## config.mk

```make
export PLATFORM = sky130hd
export DESIGN_NAME = sha256_stream_core
export DESIGN_NICKNAME = d
export VERILOG_FILES = /design/src/rtl/sha256_stream_core.sv
export SDC_FILE = /design/constraint.sdc
export NUM_CORES = 2
export LEC_CHECK = 0
export BUFFER_PORTS_ARGS = -buffer_cell sky130_fd_sc_hd__buf_2
export CORE_MARGIN = 1.5
export CORE_UTILIZATION = 30
export DETAILED_ROUTE_END_ITERATION = 6
export GPL_ROUTABILITY_DRIVEN = 0
export PLACE_DENSITY_LB_ADDON = 0.08
export SYNTH_ARGS = -nofsm -noshare
export SYNTH_HDL_FRONTEND = slang
export SYNTH_SLANG_ARGS = --single-unit
```

## constraint.sdc

```tcl
create_clock -name clk -period 13.5 [get_ports clk]
set_input_delay 0.675 -clock clk [delete_from_list [all_inputs] [get_ports clk]]
set_output_delay 0.675 -clock clk [all_outputs]
set_load 0.005 [all_outputs]
```

## src/rtl/sha256_stream_core.sv

```systemverilog
// Streaming SHA-256 compression core: chains pre-padded 512-bit blocks, RPC rounds per clock.
// Define SHA224_MODE_EN to add the mode224_i port (SHA-224 IV, digest[31:0] forced to zero).
module sha256_stream_core #(
  parameter int unsigned  RPC = 1,
  parameter logic [255:0] IV  =
    256'h6a09e667_bb67ae85_3c6ef372_a54ff53a_510e527f_9b05688c_1f83d9ab_5be0cd19
) (
  input  logic         clk,
  input  logic         rst,
  input  logic         blk_valid_i,
  output logic         blk_ready_o,
  input  logic [511:0] blk_data_i,
  input  logic         blk_first_i,
  input  logic         blk_last_i,
`ifdef SHA224_MODE_EN
  input  logic         mode224_i,
`endif
  output logic         busy_o,
  output logic [255:0] digest_o,
  output logic         digest_valid_o
);

  if (!(RPC == 1 || RPC == 2 || RPC == 4)) begin : g_bad_rpc
    $error("sha256_stream_core: RPC must be 1, 2 or 4");
  end

  localparam logic [31:0] K [64] = '{
    32'h428a2f98, 32'h71374491, 32'hb5c0fbcf, 32'he9b5dba5, 32'h3956c25b, 32'h59f111f1,
    32'h923f82a4, 32'hab1c5ed5, 32'hd807aa98, 32'h12835b01, 32'h243185be, 32'h550c7dc3,
    32'h72be5d74, 32'h80deb1fe, 32'h9bdc06a7, 32'hc19bf174, 32'he49b69c1, 32'hefbe4786,
    32'h0fc19dc6, 32'h240ca1cc, 32'h2de92c6f, 32'h4a7484aa, 32'h5cb0a9dc, 32'h76f988da,
    32'h983e5152, 32'ha831c66d, 32'hb00327c8, 32'hbf597fc7, 32'hc6e00bf3, 32'hd5a79147,
    32'h06ca6351, 32'h14292967, 32'h27b70a85, 32'h2e1b2138, 32'h4d2c6dfc, 32'h53380d13,
    32'h650a7354, 32'h766a0abb, 32'h81c2c92e, 32'h92722c85, 32'ha2bfe8a1, 32'ha81a664b,
    32'hc24b8b70, 32'hc76c51a3, 32'hd192e819, 32'hd6990624, 32'hf40e3585, 32'h106aa070,
    32'h19a4c116, 32'h1e376c08, 32'h2748774c, 32'h34b0bcb5, 32'h391c0cb3, 32'h4ed8aa4a,
    32'h5b9cca4f, 32'h682e6ff3, 32'h748f82ee, 32'h78a5636f, 32'h84c87814, 32'h8cc70208,
    32'h90befffa, 32'ha4506ceb, 32'hbef9a3f7, 32'hc67178f2
  };

  typedef enum logic [1:0] {StIdle, StRound, StFinal} state_e;

  function automatic logic [31:0] ror(logic [31:0] x, int unsigned n);
    return (x >> n) | (x << (32 - n));
  endfunction

  function automatic logic [31:0] bsig0(logic [31:0] x);
    return ror(x, 2) ^ ror(x, 13) ^ ror(x, 22);
  endfunction

  function automatic logic [31:0] bsig1(logic [31:0] x);
    return ror(x, 6) ^ ror(x, 11) ^ ror(x, 25);
  endfunction

  function automatic logic [31:0] ssig0(logic [31:0] x);
    return ror(x, 7) ^ ror(x, 18) ^ (x >> 3);
  endfunction

  function automatic logic [31:0] ssig1(logic [31:0] x);
    return ror(x, 17) ^ ror(x, 19) ^ (x >> 10);
  endfunction

  // Working vars packed a..h as [7]..[0]; window word W[round+i] sits at w[15-i].
  function automatic logic [255:0] run_rounds(logic [7:0][31:0] s_in, logic [5:0] r,
                                              logic [15:0][31:0] w);
    logic [7:0][31:0] s;
    logic [31:0]      t1;
    logic [31:0]      t2;
    s = s_in;
    for (int j = 0; j < RPC; j++) begin
      t1 = s[0] + bsig1(s[3]) + ((s[3] & s[2]) ^ (~s[3] & s[1])) + K[r + 6'(j)] + w[15-j];
      t2 = bsig0(s[7]) + ((s[7] & s[6]) ^ (s[7] & s[5]) ^ (s[6] & s[5]));
      s  = {t1 + t2, s[7:5], s[4] + t1, s[3:1]};
    end
    return s;
  endfunction

  // Later new words may consume earlier new words from the same cycle.
  function automatic logic [511:0] next_window(logic [15:0][31:0] w);
    logic [31:0]       x [16+RPC];
    logic [15:0][31:0] o;
    for (int i = 0; i < 16; i++) x[i] = w[15-i];
    for (int j = 0; j < RPC; j++) begin
      x[16+j] = ssig1(x[14+j]) + x[9+j] + ssig0(x[1+j]) + x[j];
    end
    for (int i = 0; i < 16; i++) o[15-i] = x[i+RPC];
    return o;
  endfunction

  state_e            st_q;
  logic [5:0]        rnd_q;
  logic [15:0][31:0] w_q;
  logic [7:0][31:0]  wv_q;
  logic [7:0][31:0]  base_q;
  logic [7:0][31:0]  chain_q;
  logic              last_q;
  logic              ready_q;
  logic              busy_q;
  logic [255:0]      digest_q;
  logic              dv_q;

  logic [7:0][31:0]  sum;
  logic [255:0]      first_iv;
  logic [255:0]      base_sel;

`ifdef SHA224_MODE_EN
  localparam logic [255:0] IV224 =
    256'hc1059ed8_367cd507_3070dd17_f70e5939_ffc00b31_68581511_64f98fa7_befa4fa4;
  logic mode_q;
  assign first_iv = mode224_i ? IV224 : IV;
`else
  assign first_iv = IV;
`endif

  assign base_sel = blk_first_i ? first_iv : chain_q;

  always_comb begin
    sum = '0;
    for (int i = 0; i < 8; i++) sum[i] = base_q[i] + wv_q[i];
  end

  always_ff @(posedge clk) begin
    if (rst) begin
      st_q     <= StIdle;
      rnd_q    <= '0;
      w_q      <= '0;
      wv_q     <= '0;
      base_q   <= IV;
      chain_q  <= IV;
      last_q   <= 1'b0;
      ready_q  <= 1'b1;
      busy_q   <= 1'b0;
      digest_q <= '0;
      dv_q     <= 1'b0;
`ifdef SHA224_MODE_EN
      mode_q   <= 1'b0;
`endif
    end else begin
      dv_q <= 1'b0;
      unique case (st_q)
        StIdle: begin
          if (blk_valid_i && ready_q) begin
            w_q     <= blk_data_i;
            wv_q    <= base_sel;
            base_q  <= base_sel;
            last_q  <= blk_last_i;
            rnd_q   <= '0;
            busy_q  <= 1'b1;
            ready_q <= 1'b0;
            st_q    <= StRound;
`ifdef SHA224_MODE_EN
            if (blk_first_i) mode_q <= mode224_i;
`endif
          end
        end
        StRound: begin
          wv_q  <= run_rounds(wv_q, rnd_q, w_q);
          w_q   <= next_window(w_q);
          rnd_q <= rnd_q + 6'(RPC);
          if (rnd_q == 6'(64 - RPC)) st_q <= StFinal;
        end
        StFinal: begin
          chain_q <= sum;
          if (last_q) begin
`ifdef SHA224_MODE_EN
            digest_q <= mode_q ? {sum[7:1], 32'h0} : sum;
`else
            digest_q <= sum;
`endif
            dv_q <= 1'b1;
          end
          busy_q  <= 1'b0;
          ready_q <= 1'b1;
          st_q    <= StIdle;
        end
        default: st_q <= StIdle;
      endcase
    end
  end

  assign blk_ready_o    = ready_q;
  assign busy_o         = busy_q;
  assign digest_o       = digest_q;
  assign digest_valid_o = dv_q;

endmodule

```

* Word level (Yosys, flattened, before mapping)
Memories as Yosys holds them, arrays and structs flattened.
Cells that the tools add are included.
** Storage, ports and cells
- Register bits after elaboration :: 1548
- Bits in read-only memories :: 2048
- Bits of input ports :: 517
- Memories :: 1
** Memories
- (no name shown) :: depth 64, bits a word 32, rd ports 1, clocked after memory_dff 0, wr ports 0, line 71 : t1 = s[0] + bsig1(s[3]) + ((s[3] & s[2]) ^ (~s[3] & s[1])) + K[r + 6'(j)] + w[15-j];
** Cells by class
- $add $sub $neg :: 19
- Magnitude comparators :: 1
- Eq/ne operators :: 5
- Muxes and demuxes :: 17
- Bitwise operators :: 29
- Reductions and logical operators :: 10
** Operators with widths (count)
- 512-bit case mux with 2 select lines :: 1
- 32-bit adder :: 18
- 256-bit 2-to-1 mux :: 2
- 512-bit 2-to-1 mux :: 1
- 256-bit case mux with 2 select lines :: 1
- 32-bit bitwise XOR :: 9
- 32-bit bitwise AND :: 5
- 32-bit 2-to-1 mux :: 2
- 32-bit inverter :: 1
- 10-bit by 32-bit OR with 32-bit output :: 1
- 13-bit by 32-bit OR with 32-bit output :: 1
- 14-bit by 32-bit OR with 32-bit output :: 1
- 15-bit by 32-bit OR with 32-bit output :: 1
- 19-bit by 32-bit OR with 32-bit output :: 1
- 21-bit by 32-bit OR with 32-bit output :: 1
- 25-bit by 32-bit OR with 32-bit output :: 1
- 26-bit by 32-bit OR with 32-bit output :: 1
- 30-bit by 32-bit OR with 32-bit output :: 1
- 7-bit by 32-bit OR with 32-bit output :: 1
- 32-bit by 22-bit bitwise XOR with 32-bit output :: 1
- 32-bit by 29-bit bitwise XOR with 32-bit output :: 1
- 6-bit case mux with 2 select lines :: 1
- 2-bit AND reduction :: 5
- 7-bit >= comparator, second input constant :: 1
- 16 further kinds :: 22

* Longest topological paths before layout
- Word-level depth :: 9
- Mapped depth :: 38
- Mapped depth without buffers :: 37

* Worst setup path after synthesis
No wires, ideal clock.
- Path kind :: register -> register
- Start :: reg rnd_q[2]
- End :: reg wv_q[255] (netlist bit)
- Library setup time :: 0.095 ns
- Arrival :: 7.347 ns
- Slack :: 6.058 ns
- Cell stages (with the launch flop) :: 38
- Buffers on the path :: 2
- Clock period less this slack :: 7.442 ns
- Path through :: dfxtp_1 inv_1 clkbuf_1 clkbuf_1 ha_1 nor2b_1 a211oi_1 o21ai_0 o21ai_0 fa_1 inv_1 ha_1 inv_1 fa_1 nor2b_1 o31a_1 o211ai_1 nand3b_1 [2 not listed] a31oi_1 nor2b_1 o21ai_0 nand2b_1 xnor2_1 fa_1 inv_1 ha_1 and4_1 and3_1 nand3_1 o211ai_1 a41o_1 a31o_2 a21oi_1 xnor2_1 xnor2_1 a221oi_1
** Between the ends
- Word-level cells in the longest chain between the ends :: 8
** RTL lines
- from (decl) :: line 91 : logic [5:0] rnd_q;
- from (signal assigned) :: line 159 : rnd_q <= rnd_q + 6'(RPC);
- 6-bit inverter with 7-bit output (implied by the code) :: line 71
- memory 64 x 32 bit
- 32-bit 2-to-1 mux (implied by the code) (2 in a row) :: line 71
- 32-bit adder (2 in a row) :: line 71
- 32-bit adder :: line 73 : s = {t1 + t2, s[7:5], s[4] + t1, s[3:1]};
- 256-bit case mux with 2 select lines :: line 140 : unique case (st_q)
- to (signal assigned) :: line 144 : wv_q <= base_sel;
- to (signal assigned) :: line 157 : wv_q <= run_rounds(wv_q, rnd_q, w_q);
- to (decl) :: line 93 : logic [7:0][31:0] wv_q;
No other way between the ends. The select of a mux whose other input is x is not followed.
A chain may end at the register's enable or synchronous reset.

* Final worst setup path
- Start :: reg rnd_q[0]
- End :: reg wv_q[252] (netlist bit)
Same word-level chain as after synthesis.

==> impl_results.md <==
- Run status: complete, no violations
- Worst IR drop on VDD: 0.000632 V
- Worst-case clock skew: 69.4 ps
- Starting utilization of the core area: 0.302
- Number of port buffers: 775
- Clock buffer count from CTS: 191
- Worst setup EP type: flip-flop
- First-pass GRT wire length: 575 mm
- Static power due to leakage: 42.5 nW
- Number of antenna-violating nets in the routed design: 0
- Number of design rule violations left after detail routing: 0
- Overall overflow remaining after global route: 0
- Die height: 543 µm
- Highest achievable clock rate: 107 MHz
- Largest area contributor in the synthesized netlist: sky130_fd_sc_hd__dfxtp_1
- Crit Path Class: reg2reg
- Count of flip-flops with a built-in enable after synthesis: 0
- Cells taking the most area after synthesis: sky130_fd_sc_hd__dfxtp_1, sky130_fd_sc_hd__nand2_1, sky130_fd_sc_hd__ha_1, sky130_fd_sc_hd__nor2_1, sky130_fd_sc_hd__a311oi_1
- Share of layout cells above drive strength 1: 0.112
- Clock sink count: 1548
- Biggest cell delay along the critical path: 550 ps
- Die outline width: 543 µm
- Net count after synthesis: 12000
- Synthesized area divided by synthesized cell count: 8.01 µm²
- Number of warnings printed during yosys synthesis: 0
- Clock root buffer master: sky130_fd_sc_hd__clkbuf_16
- FFs w/ async S/R, synth: 0
- Wire per inst: 26.3 µm
- Netlist area before placement: 87400 µm²
- First-pass detailed-route iteration total: 7
- HPWL after detailed placement: 297 mm
- Max clock buf depth: 4
- Core utilization of the finished layout: 0.352
- Total Negative Setup Slacks: 0 ps
- Vias: 82300
- Final critical-path required period: 9370 ps
- Min-Delay Path Class: in2reg
- Maximum fanout encountered on the critical timing path: 32
- Total Nets Final: 12400
- Worst rel slew slack: 0.190
- Area growth from synthesis to layout: 16.5%
- Number of DRC markers after the initial detailed-route iteration: 7093
- Number of rows in the core area: 197
- Post-synth top area share: 0.355
- Sequential element share of the synthesized area: 0.355
- Clock latency at the later pin of the worst-skew pair: 890 ps
- Post-route clock period utilization: 0.694
- Post-CTS Repair Setup Buffers: 0
- Arr. time, crit path: 10060 ps
- Most frequently used flop master after synthesis: sky130_fd_sc_hd__dfxtp_1
- Most frequent cells after synthesis: sky130_fd_sc_hd__nand2_1, sky130_fd_sc_hd__dfxtp_1, sky130_fd_sc_hd__nor2_1
- Critical Path RT: 14190 ps
- Flip-flop and latch count after synthesis: 1548
- Slew at the pin closest to its max-slew limit: 1200 ps
- Antenna violations before repair: 91
- Final Hold Violating Endpoints: 0
- Total Routed Length: 403 mm
- Power density relative to cell area: 343 nW/µm²
- Count of filler cells inserted in the layout: 30700
- Finish-stage setup viols: 0
- Overall die area: 294000 µm²
- Via count of the first global-routing pass: 78900
- Routed vias/inst: 5.38
- Slowest stage cell, crit path: sky130_fd_sc_hd__o21ai_0
- Num ports: 776
- GRT Resource Usage Total: 0.264
- Unique cell type count in the Yosys netlist: 84
- Most frequent cell after synthesis: sky130_fd_sc_hd__nand2_1
- Clock transition at the registers of the reported paths: 60 ps
- Placeable core region: 289000 µm²
- CTS H-Tree Depth: 4
- CTS tree: done
- Startpoint Class: flip-flop
- RSZ-0062 raised after global routing: no
- Total of max-cap violations: 0
- Final Max Slew Viols: 0
- Largest net degree at the start of global routing: 237
- Number of instances in the synthesized netlist: 10900
timing repair:
action                                  in CTS  in global routing
hold endpoints to repair                   145                  0
hold buffers                               145                  0
gates resized for setup                      0                  0
endpoints found under the setup margin       0                  0
cell families (layout without fill, tap and decap cells):
kind of cell	Yosys count	count (layout)	share of synthesized area
AND/OR/NAND/NOR	3807	3807	0.182
AO/OA/AOI/OAI	2943	2943	0.235
flip-flops	1548	1548	0.355
buffers and inverters	1371	1854	0.0589
XOR/XNOR	598	598	0.0599
adder cells (fa/ha/maj)	597	597	0.102
multiplexers	51	51	0.00699
other	0	28	0
path summary, 6_finish.rpt:
check / start / to / slack [ps] / cells after the start
setup / recovery: rnd_q[0]$_SDFFE_PP0P_ / wv_q[252]$_SDFFE_PP0P_ / 4130 / 35
hold reg to reg: digest_o[151]$_SDFFE_PP0P_ / digest_o[151]$_SDFFE_PP0P_ / 450 / 2
setup reg to reg: rnd_q[0]$_SDFFE_PP0P_ / wv_q[252]$_SDFFE_PP0P_ / 4130 / 35
hold / removal: blk_data_i[187] / w_q[187]$_SDFFE_PP0P_ / 60 / 3
registers in the layout (all words and copies together) (netlist names):
register and cells:
digest_o 256, wv_q 256, st_q 2, base_q 256
blk_ready_o 1, chain_q 256, rnd_q 6, last_q 1
digest_valid_o 1, busy_o 1, w_q 512
per-stage QoR:
step / worst slack, ps / instance area, µm² / hold slack (ps) / power (mW) / cells
after floorplan: 6060 / 87400 / 425 / 21.9 / 10900
after global placement: 4630 / 93900 / 438 / 29.1 / 14800
after detailed placement: 4490 / 93900 / 443 / 29.1 / 14800
after CTS: 4390 / 102000 / 0.00222 / 34.8 / 15300
after global routing: 3570 / 102000 / 38.4 / 37.5 / 15300
final: 4130 / 102000 / 63.5 / 34.9 / 15300
area by class of cell:
cell class                      instances  area [µm²]  area share
Inverter                              480        1800      0.0177
Sequential cell                      1548       31000       0.304
Antenna cell                           28        70.1    0.000688
Clock buffer                          287        5690      0.0559
Timing Repair Buffer                 1038        6360      0.0625
Multi-Input combinational cell       7996       51300       0.504
Clock inverter                         49         721     0.00708
Tap cell                             3880        4850      0.0477
cells in the final DEF, fill, tap and decap left out, types with 64 or more instances in the layout:
| cell | n |
|---|---|
| sky130_fd_sc_hd__a211o_1 | 140 |
| sky130_fd_sc_hd__a211oi_1 | 199 |
| sky130_fd_sc_hd__a21o_1 | 246 |
| sky130_fd_sc_hd__a21oi_1 | 829 |
| sky130_fd_sc_hd__a22o_1 | 87 |
| sky130_fd_sc_hd__a311oi_1 | 492 |
| sky130_fd_sc_hd__buf_2 | 773 |
| sky130_fd_sc_hd__buf_4 | 108 |
| sky130_fd_sc_hd__clkbuf_16 | 192 |
| sky130_fd_sc_hd__dfxtp_1 | 1545 |
| sky130_fd_sc_hd__dlygate4sd3_1 | 145 |
| sky130_fd_sc_hd__fa_1 | 195 |
| sky130_fd_sc_hd__ha_1 | 399 |
| sky130_fd_sc_hd__inv_1 | 478 |
| sky130_fd_sc_hd__nand2_1 | 1916 |
| sky130_fd_sc_hd__nand3_1 | 64 |
| sky130_fd_sc_hd__nand3b_1 | 112 |
| sky130_fd_sc_hd__nor2_1 | 1251 |
| sky130_fd_sc_hd__nor3_1 | 135 |
| sky130_fd_sc_hd__nor3b_1 | 98 |
| sky130_fd_sc_hd__o211ai_1 | 134 |
| sky130_fd_sc_hd__o21ai_0 | 309 |
| sky130_fd_sc_hd__o22a_1 | 90 |
| sky130_fd_sc_hd__xnor2_1 | 357 |
| sky130_fd_sc_hd__xor2_1 | 240 |
routing by layer:
metal	wire (µm)	GRT usage
met1	179000	0.350
met2	185000	0.431
met3	24100	0.0435
met4	14800	0.0918
met5	528	0
power by group:
part / switching, mW / internal (mW)
Clock: 2.20 / 3.17
Sequential: 0.659 / 4.97
Combinational: 14.9 / 9.00
worst max-delay path, delay by kind of cell, from the launching register on:
family,cells,cell delay [ps]
DFF,1,300
buffers and inverters,6,1230
xor gates and xnor gates,1,220
adders and majority gates,6,2390
and+or+nand+nor,4,650
AOI/OAI and AO/OA,17,4120
muxes,1,240
Power figures use the tool's default switching activity.
